**src/rtl/accel_regmap_pkg.sv**
```systemverilog
// Shared CSR word map, status/IRQ bit positions and job-state encoding for the
// host register map.
package accel_regmap_pkg;

  localparam logic [1:0] CSR_STATUS    = 2'd0;
  localparam logic [1:0] CSR_CTRL      = 2'd1;
  localparam logic [1:0] CSR_FRAME_CNT = 2'd2;
  localparam logic [1:0] CSR_IRQ_CTRL  = 2'd3;
  localparam int unsigned CSR_BYTES    = 16;

  localparam int STAT_RST_BIT  = 0;
  localparam int STAT_BUSY_BIT = 1;
  localparam int STAT_DONE_BIT = 2;
  localparam int IRQ_EN_BIT    = 0;
  localparam int IRQ_PEND_BIT  = 1;

  typedef enum logic [1:0] {
    JOB_IDLE = 2'd0,
    JOB_BUSY = 2'd1,
    JOB_DONE = 2'd2
  } job_state_e;

  // Half-open [base, base+size); an address below base wraps large and misses.
  function automatic logic in_range(logic [31:0] a, int unsigned base, int unsigned size);
    return (a - base) < size;
  endfunction

endpackage

```
**src/rtl/axi_host_regmap_if.sv**
```systemverilog
// AXI-lite-style word write / 1-cycle read bus between host and register map.
interface axi_host_regmap_if #(parameter int ADDR_W = 20) ();
  logic [31:0]       wr_data;
  logic [ADDR_W-1:0] wr_addr;
  logic [3:0]        wr_strobe;
  logic              wr_en;
  logic [ADDR_W-1:0] rd_addr;
  logic              rd_en;
  logic [31:0]       rd_data;
  logic              rd_valid;

  modport master (output wr_data, wr_addr, wr_strobe, wr_en, rd_addr, rd_en,
                  input  rd_data, rd_valid);
  modport slave  (input  wr_data, wr_addr, wr_strobe, wr_en, rd_addr, rd_en,
                  output rd_data, rd_valid);
endinterface

```
**src/rtl/axi_host_regmap_soft_reset_gen.sv**
```systemverilog
// Stretched soft reset: a start pulse holds core_rst_n low for RST_CYCLES
// cycles beginning the cycle after; restarts while running are ignored.
module soft_reset_gen #(
  parameter int RST_CYCLES = 15
) (
  input  logic clk,
  input  logic rst_n,
  input  logic start_i,
  output logic busy_o,
  output logic core_rst_n_o
);

  logic [7:0] cnt_q;

  always_ff @(posedge clk or negedge rst_n) begin
    if (!rst_n)            cnt_q <= '0;
    else if (cnt_q != '0)  cnt_q <= cnt_q - 8'd1;
    else if (start_i)      cnt_q <= 8'(RST_CYCLES);
  end

  assign busy_o       = (cnt_q != '0);
  assign core_rst_n_o = rst_n & ~busy_o;

endmodule

```
**src/rtl/axi_host_regmap.sv**
```systemverilog
// Host register map / address decoder for the lane-detection accelerator.
// Optional interrupt logic is built when HOST_IF_IRQ_EN is defined.
module axi_host_regmap
  import accel_regmap_pkg::*;
#(
  parameter int ADDR_W       = 20,
  parameter int OFF_INPUT    = 0,
  parameter int IN_BYTES     = 393216,
  parameter int OFF_OUTPUT   = 393216,
  parameter int OUT_BYTES    = 2048,
  parameter int OFF_CSR      = 395264,
  parameter int OFF_WEIGHT   = 395300,
  parameter int WEIGHT_BYTES = 153952,
  parameter int RST_CYCLES   = 15
) (
  input  logic                           clk,
  input  logic                           rst_n,
  axi_host_regmap_if.slave               axi,
  output logic                           core_rst_n,
  output logic                           in_wr_en,
  output logic                           wt_wr_en,
  output logic [ADDR_W-1:0]              region_addr,
  output logic                           out_rd_en,
  output logic [$clog2(OUT_BYTES)-3:0]   out_rd_addr,
  input  logic [31:0]                    out_rd_data,
  input  logic                           core_first_px,
  input  logic                           core_done,
  output logic                           irq
);

  localparam int OUT_AW = $clog2(OUT_BYTES) - 2;

  logic [31:0] wa, ra;
  logic        csr_wr_hit, csr_rd_hit, srst_start, srst_busy;
  logic [1:0]  wr_idx, rd_idx;
  logic [31:0] status, irq_ctrl_rd, rd_word_d, rd_data_q;
  logic        rd_valid_q, rd_sel_out_q;
  logic [31:0] frame_cnt_q;
  job_state_e  state_q;
  logic        unused_bits;

  assign wa = 32'(axi.wr_addr);
  assign ra = 32'(axi.rd_addr);

  // Region write decode is purely combinational so the RAM write lands this cycle.
  always_comb begin
    in_wr_en    = 1'b0;
    wt_wr_en    = 1'b0;
    region_addr = '0;
    if (axi.wr_en && in_range(wa, OFF_INPUT, IN_BYTES)) begin
      in_wr_en    = 1'b1;
      region_addr = ADDR_W'(wa - 32'(OFF_INPUT));
    end else if (axi.wr_en && in_range(wa, OFF_WEIGHT, WEIGHT_BYTES)) begin
      wt_wr_en    = 1'b1;
      region_addr = ADDR_W'(wa - 32'(OFF_WEIGHT));
    end
  end

  assign csr_wr_hit = axi.wr_en && in_range(wa, OFF_CSR, CSR_BYTES);
  assign wr_idx     = 2'((wa - 32'(OFF_CSR)) >> 2);
  assign srst_start = csr_wr_hit && (wr_idx == CSR_CTRL) && axi.wr_strobe[0] && axi.wr_data[0];

  soft_reset_gen #(.RST_CYCLES(RST_CYCLES)) u_srst (
    .clk          (clk),
    .rst_n        (rst_n),
    .start_i      (srst_start),
    .busy_o       (srst_busy),
    .core_rst_n_o (core_rst_n)
  );

  always_ff @(posedge clk or negedge rst_n) begin
    if (!rst_n) begin
      state_q     <= JOB_IDLE;
      frame_cnt_q <= '0;
    end else if (srst_busy) begin
      state_q     <= JOB_IDLE;
    end else begin
      case (state_q)
        JOB_IDLE, JOB_DONE: if (core_first_px) state_q <= JOB_BUSY;
        JOB_BUSY: if (core_done) begin
          state_q     <= JOB_DONE;
          frame_cnt_q <= frame_cnt_q + 32'd1;
        end
        default: state_q <= JOB_IDLE;
      endcase
    end
  end

`ifdef HOST_IF_IRQ_EN
  logic irq_en_q, irq_en_d, irq_pend_q, irq_pend_d, irq_q, done_evt;

  assign done_evt = ~srst_busy & (state_q == JOB_BUSY) & core_done;

  // A completion in the same cycle as a W1C keeps the interrupt pending.
  always_comb begin
    irq_en_d   = irq_en_q;
    irq_pend_d = irq_pend_q;
    if (csr_wr_hit && (wr_idx == CSR_IRQ_CTRL) && axi.wr_strobe[0]) begin
      irq_en_d = axi.wr_data[IRQ_EN_BIT];
      if (axi.wr_data[IRQ_PEND_BIT]) irq_pend_d = 1'b0;
    end
    if (done_evt) irq_pend_d = 1'b1;
  end

  always_ff @(posedge clk or negedge rst_n) begin
    if (!rst_n) begin
      irq_en_q   <= 1'b0;
      irq_pend_q <= 1'b0;
      irq_q      <= 1'b0;
    end else begin
      irq_en_q   <= irq_en_d;
      irq_pend_q <= irq_pend_d;
      irq_q      <= irq_en_d & irq_pend_d;
    end
  end

  always_comb begin
    irq_ctrl_rd               = '0;
    irq_ctrl_rd[IRQ_EN_BIT]   = irq_en_q;
    irq_ctrl_rd[IRQ_PEND_BIT] = irq_pend_q;
  end
  assign irq = irq_q;
`else
  assign irq_ctrl_rd = '0;
  assign irq         = 1'b0;
`endif

  always_comb begin
    status                = '0;
    status[STAT_RST_BIT]  = core_rst_n;
    status[STAT_BUSY_BIT] = (state_q == JOB_BUSY);
    status[STAT_DONE_BIT] = (state_q == JOB_DONE);
  end

  assign out_rd_en   = axi.rd_en && in_range(ra, OFF_OUTPUT, OUT_BYTES);
  assign out_rd_addr = OUT_AW'((ra - 32'(OFF_OUTPUT)) >> 2);
  assign csr_rd_hit  = in_range(ra, OFF_CSR, CSR_BYTES);
  assign rd_idx      = 2'((ra - 32'(OFF_CSR)) >> 2);

  // CSR reads sample the _q registers, so a same-cycle write is not yet visible.
  always_comb begin
    rd_word_d = '0;
    if (csr_rd_hit) begin
      case (rd_idx)
        CSR_STATUS:    rd_word_d = status;
        CSR_FRAME_CNT: rd_word_d = frame_cnt_q;
        CSR_IRQ_CTRL:  rd_word_d = irq_ctrl_rd;
        default:       rd_word_d = '0;
      endcase
    end
  end

  always_ff @(posedge clk or negedge rst_n) begin
    if (!rst_n) begin
      rd_valid_q   <= 1'b0;
      rd_sel_out_q <= 1'b0;
      rd_data_q    <= '0;
    end else begin
      rd_valid_q   <= axi.rd_en;
      rd_sel_out_q <= out_rd_en;
      rd_data_q    <= axi.rd_en ? rd_word_d : '0;
    end
  end

  assign axi.rd_valid = rd_valid_q;
  assign axi.rd_data  = rd_sel_out_q ? out_rd_data : rd_data_q;

  assign unused_bits = ^{axi.wr_data[31:1], axi.wr_strobe[3:1]};

endmodule

```
**src/flat_wrapper.sv**
```systemverilog
// flat-port wrapper written by rule: the top's interface ports become plain ports
module axi_host_regmap_flat import accel_regmap_pkg::*;
#(
  parameter int ADDR_W       = 20,
  parameter int OFF_INPUT    = 0,
  parameter int IN_BYTES     = 393216,
  parameter int OFF_OUTPUT   = 393216,
  parameter int OUT_BYTES    = 2048,
  parameter int OFF_CSR      = 395264,
  parameter int OFF_WEIGHT   = 395300,
  parameter int WEIGHT_BYTES = 153952,
  parameter int RST_CYCLES   = 15
)
  (clk, rst_n, core_rst_n, in_wr_en, wt_wr_en, region_addr, out_rd_en, out_rd_addr, out_rd_data, core_first_px, core_done, irq, axi_wr_data, axi_wr_addr, axi_wr_strobe, axi_wr_en, axi_rd_addr, axi_rd_en, axi_rd_data, axi_rd_valid);
  axi_host_regmap_if #(.ADDR_W(ADDR_W)) axi_i ();
  input  logic clk;
  input  logic rst_n;
  output logic core_rst_n;
  output logic in_wr_en;
  output logic wt_wr_en;
  output logic [ADDR_W-1:0] region_addr;
  output logic out_rd_en;
  output logic [$clog2(OUT_BYTES)-3:0] out_rd_addr;
  input  logic [31:0] out_rd_data;
  input  logic core_first_px;
  input  logic core_done;
  output logic irq;
  input wire logic [$bits(axi_i.wr_data)-1:0] axi_wr_data;
  input wire logic [$bits(axi_i.wr_addr)-1:0] axi_wr_addr;
  input wire logic [$bits(axi_i.wr_strobe)-1:0] axi_wr_strobe;
  input wire logic [$bits(axi_i.wr_en)-1:0] axi_wr_en;
  input wire logic [$bits(axi_i.rd_addr)-1:0] axi_rd_addr;
  input wire logic [$bits(axi_i.rd_en)-1:0] axi_rd_en;
  output wire logic [$bits(axi_i.rd_data)-1:0] axi_rd_data;
  output wire logic [$bits(axi_i.rd_valid)-1:0] axi_rd_valid;
  assign axi_i.wr_data = axi_wr_data;
  assign axi_i.wr_addr = axi_wr_addr;
  assign axi_i.wr_strobe = axi_wr_strobe;
  assign axi_i.wr_en = axi_wr_en;
  assign axi_i.rd_addr = axi_rd_addr;
  assign axi_i.rd_en = axi_rd_en;
  assign axi_rd_data = axi_i.rd_data;
  assign axi_rd_valid = axi_i.rd_valid;
  axi_host_regmap #(.ADDR_W(ADDR_W), .OFF_INPUT(OFF_INPUT), .IN_BYTES(IN_BYTES), .OFF_OUTPUT(OFF_OUTPUT), .OUT_BYTES(OUT_BYTES), .OFF_CSR(OFF_CSR), .OFF_WEIGHT(OFF_WEIGHT), .WEIGHT_BYTES(WEIGHT_BYTES), .RST_CYCLES(RST_CYCLES)) u_core (.clk(clk), .rst_n(rst_n), .axi(axi_i), .core_rst_n(core_rst_n), .in_wr_en(in_wr_en), .wt_wr_en(wt_wr_en), .region_addr(region_addr), .out_rd_en(out_rd_en), .out_rd_addr(out_rd_addr), .out_rd_data(out_rd_data), .core_first_px(core_first_px), .core_done(core_done), .irq(irq));
endmodule
```
**config.mk**
```make
export PLATFORM = sky130hd
export DESIGN_NAME = axi_host_regmap_flat
export DESIGN_NICKNAME = d
export VERILOG_FILES = /design/src/rtl/accel_regmap_pkg.sv /design/src/rtl/axi_host_regmap_if.sv /design/src/rtl/axi_host_regmap_soft_reset_gen.sv /design/src/rtl/axi_host_regmap.sv /design/src/flat_wrapper.sv
export SDC_FILE = /design/constraint.sdc
export NUM_CORES = 1
export LEC_CHECK = 0
export ABC_AREA = 1
export CORE_MARGIN = 2
export CORE_UTILIZATION = 29
export DETAILED_ROUTE_END_ITERATION = 16
export GPL_ROUTABILITY_DRIVEN = 0
export PLACE_DENSITY = 0.69
export SLEW_MARGIN = 20
export SYNTH_ARGS = -nofsm -noshare
export SYNTH_HDL_FRONTEND = slang
export SYNTH_SLANG_ARGS = --single-unit
```
**constraint.sdc**
```tcl
create_clock -name clk -period 3.2 [get_ports clk]
set_input_delay 0.96 -clock clk [delete_from_list [all_inputs] [get_ports clk]]
set_output_delay 0.96 -clock clk [all_outputs]
set_load 0.05 [all_outputs]
```
==> qor.yml <==
run_status:
  status: "complete, but fails checks"
  violations: "negative setup slack"
synthesis:
  synth_top_family_by_area: "simple AND/OR/NAND/NOR gates"
  synth_top_area_frac: 0.373
  yosys_warnings: 0
  ys_top_cells_by_area: "dfrtp_1 37%, nand2_1 10%, mux2_2 8.0%"
  synth_cell_types: 43
  synth_seq_cells: 76
  synth_area_um2: 5090
  synth_xor_xnor_area_share: 0.0636
  synth_compound_area_frac: 0.0405
  synthMuxAreaShare: 0.0796
  yosys.area_share.simple: 0.328
  seq_area_frac_synth: 0.373
  synth_cells: 630
  synth_fa_ha_area_frac: 0.0197
  synth_area_leader_cell: "dfrtp_1"
  syn_area_per_cell_um2: 8.08
critical_path:
  end_kind: "output port"
  reg2reg_depth: 16
  cp_data_arrival_time_ns: 2.78
  r2r_start: "u_core.u_srst.cnt_q[0]"
  cp_max_fo: 5
  crit_type: "primary input to output port"
  r2r-end: "u_core.frame_cnt_q[29]"
  cp.required_ns: 2.24
  regToRegSetupSlack_ns: 0.96
  start_kind: "primary input"
worst_hold_path:
  min_path_type: "register to register"
  worstHoldEndpoint: "u_core.frame_cnt_q[6]"
  hold_start: "u_core.frame_cnt_q[6]"
  whs_path_depth: 1
global_route:
  grt_start_max_net_pins: 77
  overflow: 0
  grt_util_all_layers: 0.165
  grt_antenna_before_repair: 0
  grt_pass1_vias: 5245
  grt_pass1_wl_um: 24500
floorplan:
  dieArea_um2: 18600
  io_pins: 181
  initial_utilization: 0.295
  dieWidth_um: 137
  dieHeight_um: 137
  row_count: 48
  core_um2: 17200
route:
  routed-via-count: 4927
  drc: 0
  drt_first_pass_iters: 4
  drt-vias-per-instance: 4.58
  wirelength_um: 14900
  drt_iter0_drc: 182
  drt-wirelength-per-cell_um: 13.8
  ant_nets: 0
timing:
  grt_setup_unrepaired: "true"
  slew_headroom: 0.365
  drv_slew: 0
  timing.final.ws_setup_ns: -0.544
  setup_viol: 19
  whs_ns: 0.497
  hold_viol: 0
  tightest_slew_ns: 0.952
  min_period_over_period: 1.17
  max_freq_mhz: 267
  skew_ns: 0.0102
  fin_crit_ns: 3.74
  tns_ns: -10.02
placed_design:
  numPortBuffers: 142
  place_hpwl_um: 11200
  placed_cells: 1042
finish:
  fillCellCount: 1513
  drive_gt1_frac: 0.391
  area_growth_pct: 74.5
  layoutNonFillerInstCount: 1076
  num_antenna_cells: 0
  nets: 968
cts:
  clkTransAtPathRegs_ns: 0.06
  cts_root_buf: "clkbuf_16"
  cts_sinks: 76
  ctsLongestPathBuffers: 2
  cts-htree-levels: 3
  clock_latency_ns: 0.34
  numCtsBuffers: 9
  tritoncts: "built"
pwr:
  ir_drop_mv: 0.230
  total_power_mw: 3.03
  p_per_area_nw_per_um2: 341
  cellLeakagePower_nw: 4.00
job:
  maxCapViolCount: 0
-- state kept, by name, summed over array words and instances (netlist names) --
name and cells:
u_core.rd_data_q 32, u_core.frame_cnt_q 32, u_core.u_srst.cnt_q 8, u_core.state_q 2, u_core.axi.rd_valid 1, u_core.rd_sel_out_q 1
-- cell type report --
type / count / area [um2] / area share
clock inverters: 6 / 61.3 / 0.00690
inverters: 88 / 360 / 0.0406
repair buffers: 228 / 2790 / 0.314
well taps: 225 / 282 / 0.0317
clock buffers: 10 / 239 / 0.0269
flip-flops and latches: 76 / 1900 / 0.214
multi-input cells: 443 / 3250 / 0.366
-- worst max path at each step --
stage               startpoint               to  slack, ns  cells past startpoint
3_5_place_dp    axi_wr_addr[3]   region_addr[3]      -1.03                     18
2_1_floorplan   axi_wr_addr[3]  region_addr[14]      -0.21                     15
4_1_cts         axi_wr_addr[2]   region_addr[9]      -0.57                     18
3_3_place_gp   axi_wr_addr[12]   region_addr[0]      -0.99                     16
5_1_grt         axi_wr_addr[7]  region_addr[11]      -0.61                     19
6_report        axi_wr_addr[7]   region_addr[8]      -0.54                     15
-- layout by cell type, fill, tap and decap left out, types with 7 or more instances in the layout --
cell type        Yosys  layout
a21oi_1              9       7
clkdlybuf4s50_1      0      58
nor2_1              49      45
nand3_1             30      21
buf_4               11      75
nand2_4              3      15
o21ai_0             18      17
nand2_2             10      14
nand2_8              0      11
nand3_4              1      17
mux2_2              36      36
clkbuf_16            0       9
buf_6                1       7
nand2_1            137     110
dfrtp_1             76      76
xor2_1              33      33
buf_12               0      69
inv_1               78      71
nor2_4               6       9
nand4_1             12      12
nor3_1              41      38
inv_2               10      13
-- cells in the mapped netlist --
cell,instances
nand2_1,137
inv_1,78
dfrtp_1,76
nor2_1,49
nor3_1,41
mux2_2,36
xor2_1,33
nand3_1,30
o21ai_0,18
nand3_2,13
nand4_1,12
buf_4,11
inv_2,10
nand2_2,10
a21oi_1,9
clkbuf_1,8
ha_1,8
nor2_4,6
nor2_2,4
nor4_1,4
xnor2_1,4
buf_1,3
nand2_4,3
nor2_8,3
and2_1,2
nor3_2,2
nor3_4,2
o211ai_1,2
o31ai_1,2
a22oi_1,1
a32oi_1,1
buf_6,1
buf_8,1
conb_1,1
nand3_4,1
nand3b_4,1
nand4_2,1
nor3b_1,1
nor4b_1,1
o2111a_1,1
o2111ai_1,1
o21ai_1,1
or2_2,1
-- repair_timing --
item / CTS / global route
pin swaps: 39 / 23
hold buffers: 0 / 0
setup endpoints to repair: 21 / 22
setup buffers: 14 / 5
resized for setup: 95 / 28
gates cloned: 2 / 0
-- kinds of logic after synthesis --
| family | Yosys count |
|---|---|
| simple gates | 324 |
| buf+inv | 112 |
| flops | 76 |
| xor+xnor | 37 |
| compound gates | 36 |
| mux | 36 |
| fa+ha+maj | 8 |
| other cells | 1 |
-- per-layer routing --
metal / vias to the layer above / part of all wire / track usage
met5: - / 0 / 0
met4: 0 / 0.023 / 0.0550
met3: 28 / 0.046 / 0.0289
met2: 124 / 0.52 / 0.298
met1: 2328 / 0.41 / 0.196
li1: 2447 / - / -
-- where the power goes --
group	internal [mW]	switching, mW	leakage, nW	total (mW)
Combinational	0.405	0.499	2.86	0.904
Sequential	1.04	0.0630	0.989	1.10
Clock	0.623	0.398	0.149	1.02
Total	2.07	0.960	4.00	3.03
-- worst max-delay path, cell delays in order --
cell and delay (ns):
buf_2 0.13, inv_2 0.08, nand2_4 0.08, nor2_8 0.15
buf_4 0.14, nand3_2 0.09, nand2_2 0.10, nand3_1 0.08
xor2_1 0.25, nand2_2 0.15, nand2_8 0.14, buf_16 0.14
nand3_2 0.08, nand2_4 0.09, buf_12 0.13
-- through the flow --
step                      worst slack [ns]  cell area (um2)  utilization
final                               -0.544             8880        0.515
after global routing                -0.607             8880        0.515
after CTS                           -0.569             8850        0.513
after detailed placement             -1.03             8230        0.477
after global placement              -0.991             8230        0.477
after floorplan                     -0.210             5480            -
No activity file was read; power rests on OpenSTA's default activity.
